## src/rtl/spi_word_receiver.sv

```systemverilog
// spi_word_receiver: SPI mode-0 slave that oversamples sck/sdi/cs_n and captures one BITS-wide word per frame
module spi_word_receiver #(
    parameter int BITS        = 16,
    parameter int SYNC_STAGES = 2
) (
    input  logic            clk,
    input  logic            rst,
    input  logic            sck,
    input  logic            sdi,
    input  logic            cs_n,
    output logic [BITS-1:0] data,
    output logic            valid,
    output logic            frame_err,
    output logic            busy
);
    localparam int CW = $clog2(BITS + 2);
    localparam logic [0:0] IDLE  = 1'b0;
    localparam logic [0:0] SHIFT = 1'b1;

    logic [SYNC_STAGES-1:0] sck_sync_q, sck_sync_d;
    logic [SYNC_STAGES-1:0] sdi_sync_q, sdi_sync_d;
    logic [SYNC_STAGES-1:0] cs_sync_q, cs_sync_d;
    logic                   sck_dly_q, sck_dly_d;
    logic                   cs_dly_q, cs_dly_d;
    logic [0:0]             state_q, state_d;
    logic [BITS-1:0]        shift_q, shift_d;
    logic [CW-1:0]          count_q, count_d;
    logic [BITS-1:0]        data_q, data_d;
    logic                   valid_q, valid_d;
    logic                   err_q, err_d;
    logic                   sck_s, sdi_s, cs_s;
    logic                   sck_rise, cs_fall, cs_rise;

    assign sck_s     = sck_sync_q[SYNC_STAGES-1];
    assign sdi_s     = sdi_sync_q[SYNC_STAGES-1];
    assign cs_s      = cs_sync_q[SYNC_STAGES-1];
    assign sck_rise  = sck_s & ~sck_dly_q;
    assign cs_fall   = ~cs_s & cs_dly_q;
    assign cs_rise   = cs_s & ~cs_dly_q;
    assign data      = data_q;
    assign valid     = valid_q;
    assign frame_err = err_q;
    assign busy      = state_q == SHIFT;

    // Equal-depth synchronizers keep sdi aligned with sck; one extra delay reg gives edges
    always_comb begin
        sck_sync_d = {sck_sync_q[SYNC_STAGES-2:0], sck};
        sdi_sync_d = {sdi_sync_q[SYNC_STAGES-2:0], sdi};
        cs_sync_d  = {cs_sync_q[SYNC_STAGES-2:0], cs_n};
        sck_dly_d  = sck_s;
        cs_dly_d   = cs_s;
    end

    // Frame FSM: cs_n edges take priority over a coincident sck rise
    always_comb begin
        state_d = state_q;
        shift_d = shift_q;
        count_d = count_q;
        data_d  = data_q;
        valid_d = 1'b0;
        err_d   = 1'b0;
        if (state_q == IDLE) begin
            if (cs_fall) begin
                state_d = SHIFT;
                shift_d = '0;
                count_d = '0;
            end
        end else if (cs_rise) begin
            state_d = IDLE;
            if (count_q == CW'(BITS)) begin
                data_d  = shift_q;
                valid_d = 1'b1;
            end else begin
                err_d = 1'b1;
            end
        end else if (sck_rise) begin
            shift_d = {shift_q[BITS-2:0], sdi_s};
            count_d = (count_q == CW'(BITS + 1)) ? count_q : count_q + CW'(1);
        end
    end

    // State registers; cs_n chain resets high so a held-low cs_n opens a frame after reset
    always_ff @(posedge clk) begin
        if (rst) begin
            sck_sync_q <= '0;
            sdi_sync_q <= '0;
            cs_sync_q  <= '1;
            sck_dly_q  <= 1'b0;
            cs_dly_q   <= 1'b1;
            state_q    <= IDLE;
            shift_q    <= '0;
            count_q    <= '0;
            data_q     <= '0;
            valid_q    <= 1'b0;
            err_q      <= 1'b0;
        end else begin
            sck_sync_q <= sck_sync_d;
            sdi_sync_q <= sdi_sync_d;
            cs_sync_q  <= cs_sync_d;
            sck_dly_q  <= sck_dly_d;
            cs_dly_q   <= cs_dly_d;
            state_q    <= state_d;
            shift_q    <= shift_d;
            count_q    <= count_d;
            data_q     <= data_d;
            valid_q    <= valid_d;
            err_q      <= err_d;
        end
    end
endmodule

```

## config.mk

```make
export PLATFORM = sky130hd
export DESIGN_NAME = spi_word_receiver
export DESIGN_NICKNAME = d
export VERILOG_FILES = /design/src/rtl/spi_word_receiver.sv
export SDC_FILE = /design/constraint.sdc
export NUM_CORES = 1
export LEC_CHECK = 0
export ABC_AREA = 1
export BUFFER_PORTS_ARGS = -buffer_cell sky130_fd_sc_hd__buf_2
export CAP_MARGIN = 40
export CORE_MARGIN = 3
export CORE_UTILIZATION = 56
export DETAILED_ROUTE_END_ITERATION = 12
export MAX_ROUTING_LAYER = met4
export PLACE_DENSITY = 0.83
export SETUP_SLACK_MARGIN = 0.5
export SLEW_MARGIN = 20
export SYNTH_ARGS = -nofsm -noshare
export SYNTH_HDL_FRONTEND = slang
export SYNTH_SLANG_ARGS = --single-unit
```

## constraint.sdc

```tcl
create_clock -name clk -period 1.81 [get_ports clk]
set_input_delay 0.181 -clock clk [delete_from_list [all_inputs] [get_ports clk]]
set_output_delay 0.181 -clock clk [all_outputs]
set_load 0.005 [all_outputs]
```

==> results of run 1 <==
-- layout by cell type (no fill, tap or decap), drive strengths merged --
master / n
nor3: 3
bufinv: 2
o21ai: 18
inv: 19
or2: 2
dfxtp: 48
buf: 34
nand3: 23
nand4: 1
ha: 3
clkinv: 2
nor2: 52
nand2: 41
dlygate4sd3: 3
clkbuf: 7
a21oi: 20
-- worst max-delay path by stage --
| stage | from | end | slack (ps) | depth (start not counted) |
|---|---|---|---|---|
| after floorplan | count_q[0] | data[15] | 540 | 9 |
| after global placement | count_q[0] | data[10] | 420 | 8 |
| after detailed placement | count_q[0] | data[3] | 380 | 8 |
| after CTS | count_q[0] | data[3] | 490 | 7 |
| after global routing | sck_dly_q | shift_q[4] | 390 | 8 |
| final | sck_dly_q | shift_q[8] | 430 | 8 |
-- repair_timing --
action,in CTS,in global routing
hold endpoints to repair,3,0
gates resized for setup,10,85
hold buffers,3,0
pin swaps,1,23
endpoints found under the setup margin,21,37
gates cloned,0,6
buffers inserted,1,6
-- layout make-up --
cell class,count,area (um2),share of cell area
Timing Repair Buffer,39,310.3,0.1217
Clock buffer,5,37.54,0.01473
Multi-Input combinational cell,163,996.0,0.3908
Inverter,19,88.84,0.03486
Timing Repair inverter,1,16.27,0.006382
Sequential cell,48,975.9,0.3829
Tap cell,44,55.05,0.02160
Clock inverter,3,68.82,0.02700
-- layer usage --
layer,global-route usage,wire length (um),vias to the layer above
li1,-,-,847
met3,0.04218,372,17
met2,0.3368,2380,95
met5,-,0,-
met1,0.2397,2059,821
met4,0.1051,146,0
-- cells by family (layout without fill, tap and decap cells) --
kind of cell | count (synthesis) | count (layout)
AOI/OAI and AO/OA | 38 | 38
adders and majority gates | 3 | 3
buffers and inverters | 31 | 67
DFF | 48 | 48
and+or+nand+nor | 119 | 122
-- power by group through the flow --
stage          Clock [mW]  Combinational, mW  Sequential [mW]
3_5_place_dp            0              0.131             1.11
5_1_grt             0.845              0.242             1.09
3_3_place_gp            0              0.129             1.11
4_1_cts             0.796              0.145             1.09
2_1_floorplan           0              0.109             1.11
6_report            0.795              0.225             1.09
-- stage by stage --
stage / util / cells / hold slack, ps / instance area (um2) / worst slack [ps]
floorplan: - / 239 / 284.8 / 1871 / 542.3
detailed placement: 0.6360 / 298 / 366.4 / 1989 / 381.2
finish: 0.8148 / 322 / 292.3 / 2549 / 425.5
global route: 0.8148 / 322 / 297.3 / 2549 / 385.4
global placement: 0.6360 / 298 / 363.2 / 1989 / 415.6
CTS: 0.6924 / 310 / 240.1 / 2166 / 486.4
-- state kept, by name, summed over array words and instances, names as in the netlist, 2 cells and up --
| register | flops |
|---|---|
| data | 16 |
| count_q | 5 |
| cs_sync_q | 2 |
| sck_sync_q | 2 |
| shift_q | 16 |
| sdi_sync_q | 2 |
-- worst reg2reg max path, cell delays in order (launching register included) --
cell and delay [ps]:
dfxtp_1 330, inv_1 90, nand2_2 70, nand2_2 90, nand2_2 70, nor2_4 240, buf_8 160, nand3_1 110
a21oi_1 170
==> impl_metrics.ini, run 1 <==
[outcome]
outcome = finished, final reports clean

[routing]
vias = 1780
wire_per_inst_um = 15.40
ant_nets = 0
dr.pass1.iters = 5
drc = 0
routed_wl_um = 4958
vias_per_cell = 5.528
drt_iter0_markers = 251

[worst_setup_path]
path_max_fanout = 5
slowest_delay_ps = 330
cp_top_family = simple AND/OR/NAND/NOR gates
critical_path.cell_chain = inv_1 > nand2_2 > nand2_2 > nand2_2 > nor2_4 > buf_8 > nand3_1 > a21oi_1
critPathArrivalTime_ps = 1690
regToRegStartpoint = sck_dly_q
worstReg2RegEnd = shift_q[8]
crit_top_cell = nand2_2
critical_path_class = reg -> reg
end_kind = flip-flop
r2r_setup_slack_ps = 430
cp.required_ps = 2110
cp-start-kind = flip-flop
cp_slowest_cell = dfxtp_1
critPathBufInv = 2
ff2ff_path_depth = 8

[placement]
routabilityCongestion = 0.9286
dp_hpwl_um = 2233
port_buffers = 23

[timing]
slew_viol_final = 0
hold_viol = 0
rsz0062_at_grt = true
finalClockSkew_ps = 20.17
timing.slew.headroom = 0.5005
setup_violations = 0
layout_min_cycle_time_ps = 1385
fin_tns_setup_ps = 0
fmax_mhz = 722.3
worst_pin_slew_ps = 748.5
timing.final.crit_share = 0.7649

[yosys]
synth.area.top_cells = dfxtp_1 51%, nor2_1 9.4%, nand2_1 7.2%, nand3_1 6.2%, a21oi_1 4.8%
synth_top_area_cell = dfxtp_1
ys_ff_latch = 48
synthCells = 239
synthArstFlopShare = 0
synth_top_family_by_area = simple AND/OR/NAND/NOR gates
synth_edf_count = 0
seq_area_frac_synth = 0.5137
yosysMostFrequentCell = dfxtp_1
synth_flop_cell = dfxtp_1
synth_xor_area_frac = 0
synth_compound_area_frac = 0.1057
synthMuxAreaShare = 0
syn_avg_cell_area_um2 = 7.827
yosys.area.top_type_share = 0.5137
ys_types = 23
synthTopCellsByCount = 48 x dfxtp_1, 47 x nor2_1, 36 x nand2_1
synth_warnings = 0
syn-cell-area_um2 = 1871
syn_nets = 247
synth-simple-area-share = 0.2776
synth-adder-area-share = 0.02007

[global_route]
grt_first_pass_wirelength_um = 6389
grt_overflow = 0
grt_max_degree = 28
grt_pass1_vias = 1495
track_usage = 0.2064
grt_antenna_before_repair = 0

[power]
power.switching_mw = 0.5098
power_density_nw_per_um2 = 829.0
p_int_mw = 1.603
ir_worst_vdd_mv = 0.7853
switching_share = 0.2413
leakage_nw = 1.049
power_mw = 2.113
combPwrFrac = 0.107
p_clk_frac = 0.376
p_seq_frac = 0.517

[clock_network]
cts_buffers = 5
cts_buffer_depth = 2
clockRootBuffer = clkbuf_4
cts_tree = done
clk_latency_ps = 380
htreeDepth = 2
clock-sinks = 48
clkSlewWorstSetupHoldPaths_ps = 160

[floorplanning]
start_util = 0.5980
die-area_um2 = 4070
coreArea_um2 = 3128
io_pins = 24
rows = 20
die_h_um = 63.80
die_w_um = 63.80

[min_path]
hp-start = rst
holdPathStages = 3
worstHoldPathType = in -> reg
hold_end = shift_q[12]

[finish]
fin_nets = 285
fill_cells = 174
final_layout_size_suffix_gt1_frac = 0.4245
antennaDiodeCount = 0
areaGrowthSynthToFinish_pct = 36.25

[job]
cap_violations = 0
Power figures use the tool's default switching activity.
==> run 2: changes to the inputs <==
--- a/config.mk
+++ b/config.mk
@@ -5,14 +5,14 @@
 export SDC_FILE = /design/constraint.sdc
 export NUM_CORES = 1
 export LEC_CHECK = 0
-export ABC_AREA = 1
+export ABC_AREA = 0
 export BUFFER_PORTS_ARGS = -buffer_cell sky130_fd_sc_hd__buf_2
 export CAP_MARGIN = 40
 export CORE_MARGIN = 3
-export CORE_UTILIZATION = 56
+export CORE_UTILIZATION = 50
 export DETAILED_ROUTE_END_ITERATION = 12
 export MAX_ROUTING_LAYER = met4
-export PLACE_DENSITY = 0.83
+export PLACE_DENSITY = 0.78
 export SETUP_SLACK_MARGIN = 0.5
 export SLEW_MARGIN = 20
 export SYNTH_ARGS = -nofsm -noshare
==> constraint.sdc (replaced) <==
create_clock -name clk -period 1.2 [get_ports clk]
set_input_delay 0.12 -clock clk [delete_from_list [all_inputs] [get_ports clk]]
set_output_delay 0.12 -clock clk [all_outputs]
set_load 0.005 [all_outputs]
==> impl_metrics.ini, run 2 <==
[outcome]
outcome = complete, but fails checks
violations = setup timing

[clock_network]
clk_latency_ps = 300
htreeDepth = 2
clockRootBuffer = clkbuf_8
clock-sinks = 48
cts_tree = done
cts_buffer_depth = 2
clkSlewWorstSetupHoldPaths_ps = 90
ctsHoldBuffers = 0
cts_buffers = 5

[routing]
drt_iter0_markers = 133
drc = 0
vias_per_cell = 5.518
ant_nets = 0
routed_wl_um = 4787
dr.pass1.iters = 4
wire_per_inst_um = 15.39
vias = 1716

[yosys]
synth_flop_cell = dfxtp_1
synthTopCellsByCount = 48 x dfxtp_1, 37 x nand3_1, 35 x nand2_1
synth_warnings = 0
syn_nets = 219
ys_ff_latch = 48
syn-cell-area_um2 = 1852
yosysMostFrequentCell = dfxtp_1
synthArstFlopShare = 0
synth_edf_count = 0
yosys.area.top_type_share = 0.5189
synth.area.top_cells = dfxtp_1 52%, nand3_1 10%, a21oi_1 9.2%, nand2_1 7.1%, nor2b_1 2.4%
synthCells = 211
seq_area_frac_synth = 0.5189
synth_top_area_cell = dfxtp_1
ys_types = 30
syn_avg_cell_area_um2 = 8.776

[finish]
final_layout_size_suffix_gt1_frac = 0.5811
final_common_cell = nand2_1
areaGrowthSynthToFinish_pct = 48.38
finish.utilization = 0.7983
most-common-layout-cells = 32 x nand2_1, 26 x dfxtp_1, 26 x buf_4
fin_area_um2 = 2748
antennaDiodeCount = 0
fin_nets = 272
final_cells = 311

[worst_setup_path]
regToRegStartpoint = count_q[0]
ff2ff_path_depth = 7
cp.required_ps = 1430
worstReg2RegEnd = data[10]
cp_slowest_cell = dfxtp_4
path_max_fanout = 16
critPathArrivalTime_ps = 1650
cp_top_family = simple AND/OR/NAND/NOR gates
slowest_delay_ps = 360
r2r_setup_slack_ps = -220
critical_path.cell_chain = inv_2 > ha_2 > and4bb_1 > and3_4 > buf_12 > nand2_1 > a21oi_1
end_kind = flip-flop
cp-start-kind = flip-flop
startpoint = count_q[0]
critPathBufInv = 2
critical_path_class = reg -> reg

[timing]
worst_pin_slew_ps = 260.8
layout_min_cycle_time_ps = 1420
timing.final.crit_share = 1.184
fin_hold_ws_ps = 6.606
setup_violations = 36
timing.slew.headroom = 0.8262
fmax_mhz = 704.0
timing.final.ws_setup_ps = -220.4
rsz0062_at_grt = true
finalClockSkew_ps = 8.318
slew_viol_final = 0
hold_viol = 0

[power]
combPwrFrac = 0.060
ir_worst_vdd_mv = 0.9088
switching_share = 0.2325
power_mw = 2.800
p_seq_frac = 0.574
p_int_mw = 2.149
power_density_nw_per_um2 = 1019
p_clk_frac = 0.366
power.switching_mw = 0.6511
leakage_nw = 1.003

[floorplanning]
rows = 21
die_h_um = 66.86
io_pins = 24
die-area_um2 = 4470
die_w_um = 66.86
start_util = 0.5380
coreArea_um2 = 3442

[global_route]
grt_overflow = 0
grt_max_degree = 23
track_usage = 0.2246
grt_antenna_before_repair = 0
grt_pass1_vias = 1542
grt_first_pass_wirelength_um = 7410

[min_path]
hold_end = cs_sync_q[0]
holdPathStages = 2
worstHoldPathType = in -> reg
hp-start = cs_n

[placement]
place_area_um2 = 2261
routabilityCongestion = 0.8069
dpl.cell_count = 289
dp_hpwl_um = 2620
port_buffers = 23

[job]
cap_violations = 0
==> run 2: kinds of logic after synthesis <==
group                    Yosys count  share of synthesized area
adder cells (fa/ha/maj)            3                    0.02027
buffers and inverters             19                    0.06081
flip-flops                        48                     0.5189
AO/OA/AOI/OAI                     40                     0.1223
multiplexers                       1                   0.006081
AND/OR/NAND/NOR                  100                     0.2716
==> run 2: cell type report <==
| cell class | instances | area, um2 |
|---|---|---|
| tap | 46 | 57.56 |
| timing repair buffer | 62 | 536.8 |
| multi-input combinational | 144 | 1050 |
| fill | 211 | 694.4 |
| clock inverter | 2 | 13.76 |
| clock buffer | 6 | 82.58 |
| inverter | 3 | 11.26 |
| sequential | 48 | 996.0 |
==> run 2: worst max path at each step <==
stage                     to  slack [ps]  cells past startpoint
global route        data[10]        -310                      7
detailed placement   data[9]        -180                      7
finish              data[10]        -220                      7
floorplan           data[15]        -190                      7
CTS                  data[8]        -170                      7
global placement    data[10]        -130                      7
==> run 2: power by group through the flow <==
stage | Combinational, mW | Clock (mW) | Sequential (mW)
5_1_grt | 0.181 | 1.11 | 1.61
2_1_floorplan | 0.0895 | 0 | 1.65
3_3_place_gp | 0.113 | 0 | 1.65
3_5_place_dp | 0.115 | 0 | 1.65
4_1_cts | 0.155 | 1.03 | 1.61
6_report | 0.168 | 1.02 | 1.61
==> run 2: metrics by stage <==
stage               worst slack [ps]  setup TNS [ps]
global placement              -125.3           -2684
detailed placement            -176.0           -3792
finish                        -220.4           -4925
global route                  -306.2           -7089
floorplan                     -186.4           -3079
CTS                           -173.7           -3555
==> run 2: metal layers <==
layer,wire length (um),track usage,up-vias
met5,0,-,-
met4,109,0.09873,0
met3,241,0.04216,15
met2,2535,0.3601,50
met1,1900,0.2754,815
li1,-,-,836
==> run 2: what timing repair did <==
item / CTS / global route
pin swaps: 4 / 6
cloned: 1 / 0
gates resized for setup: 45 / 28
buffers inserted: 10 / 3
setup endpoints to repair: 60 / 60
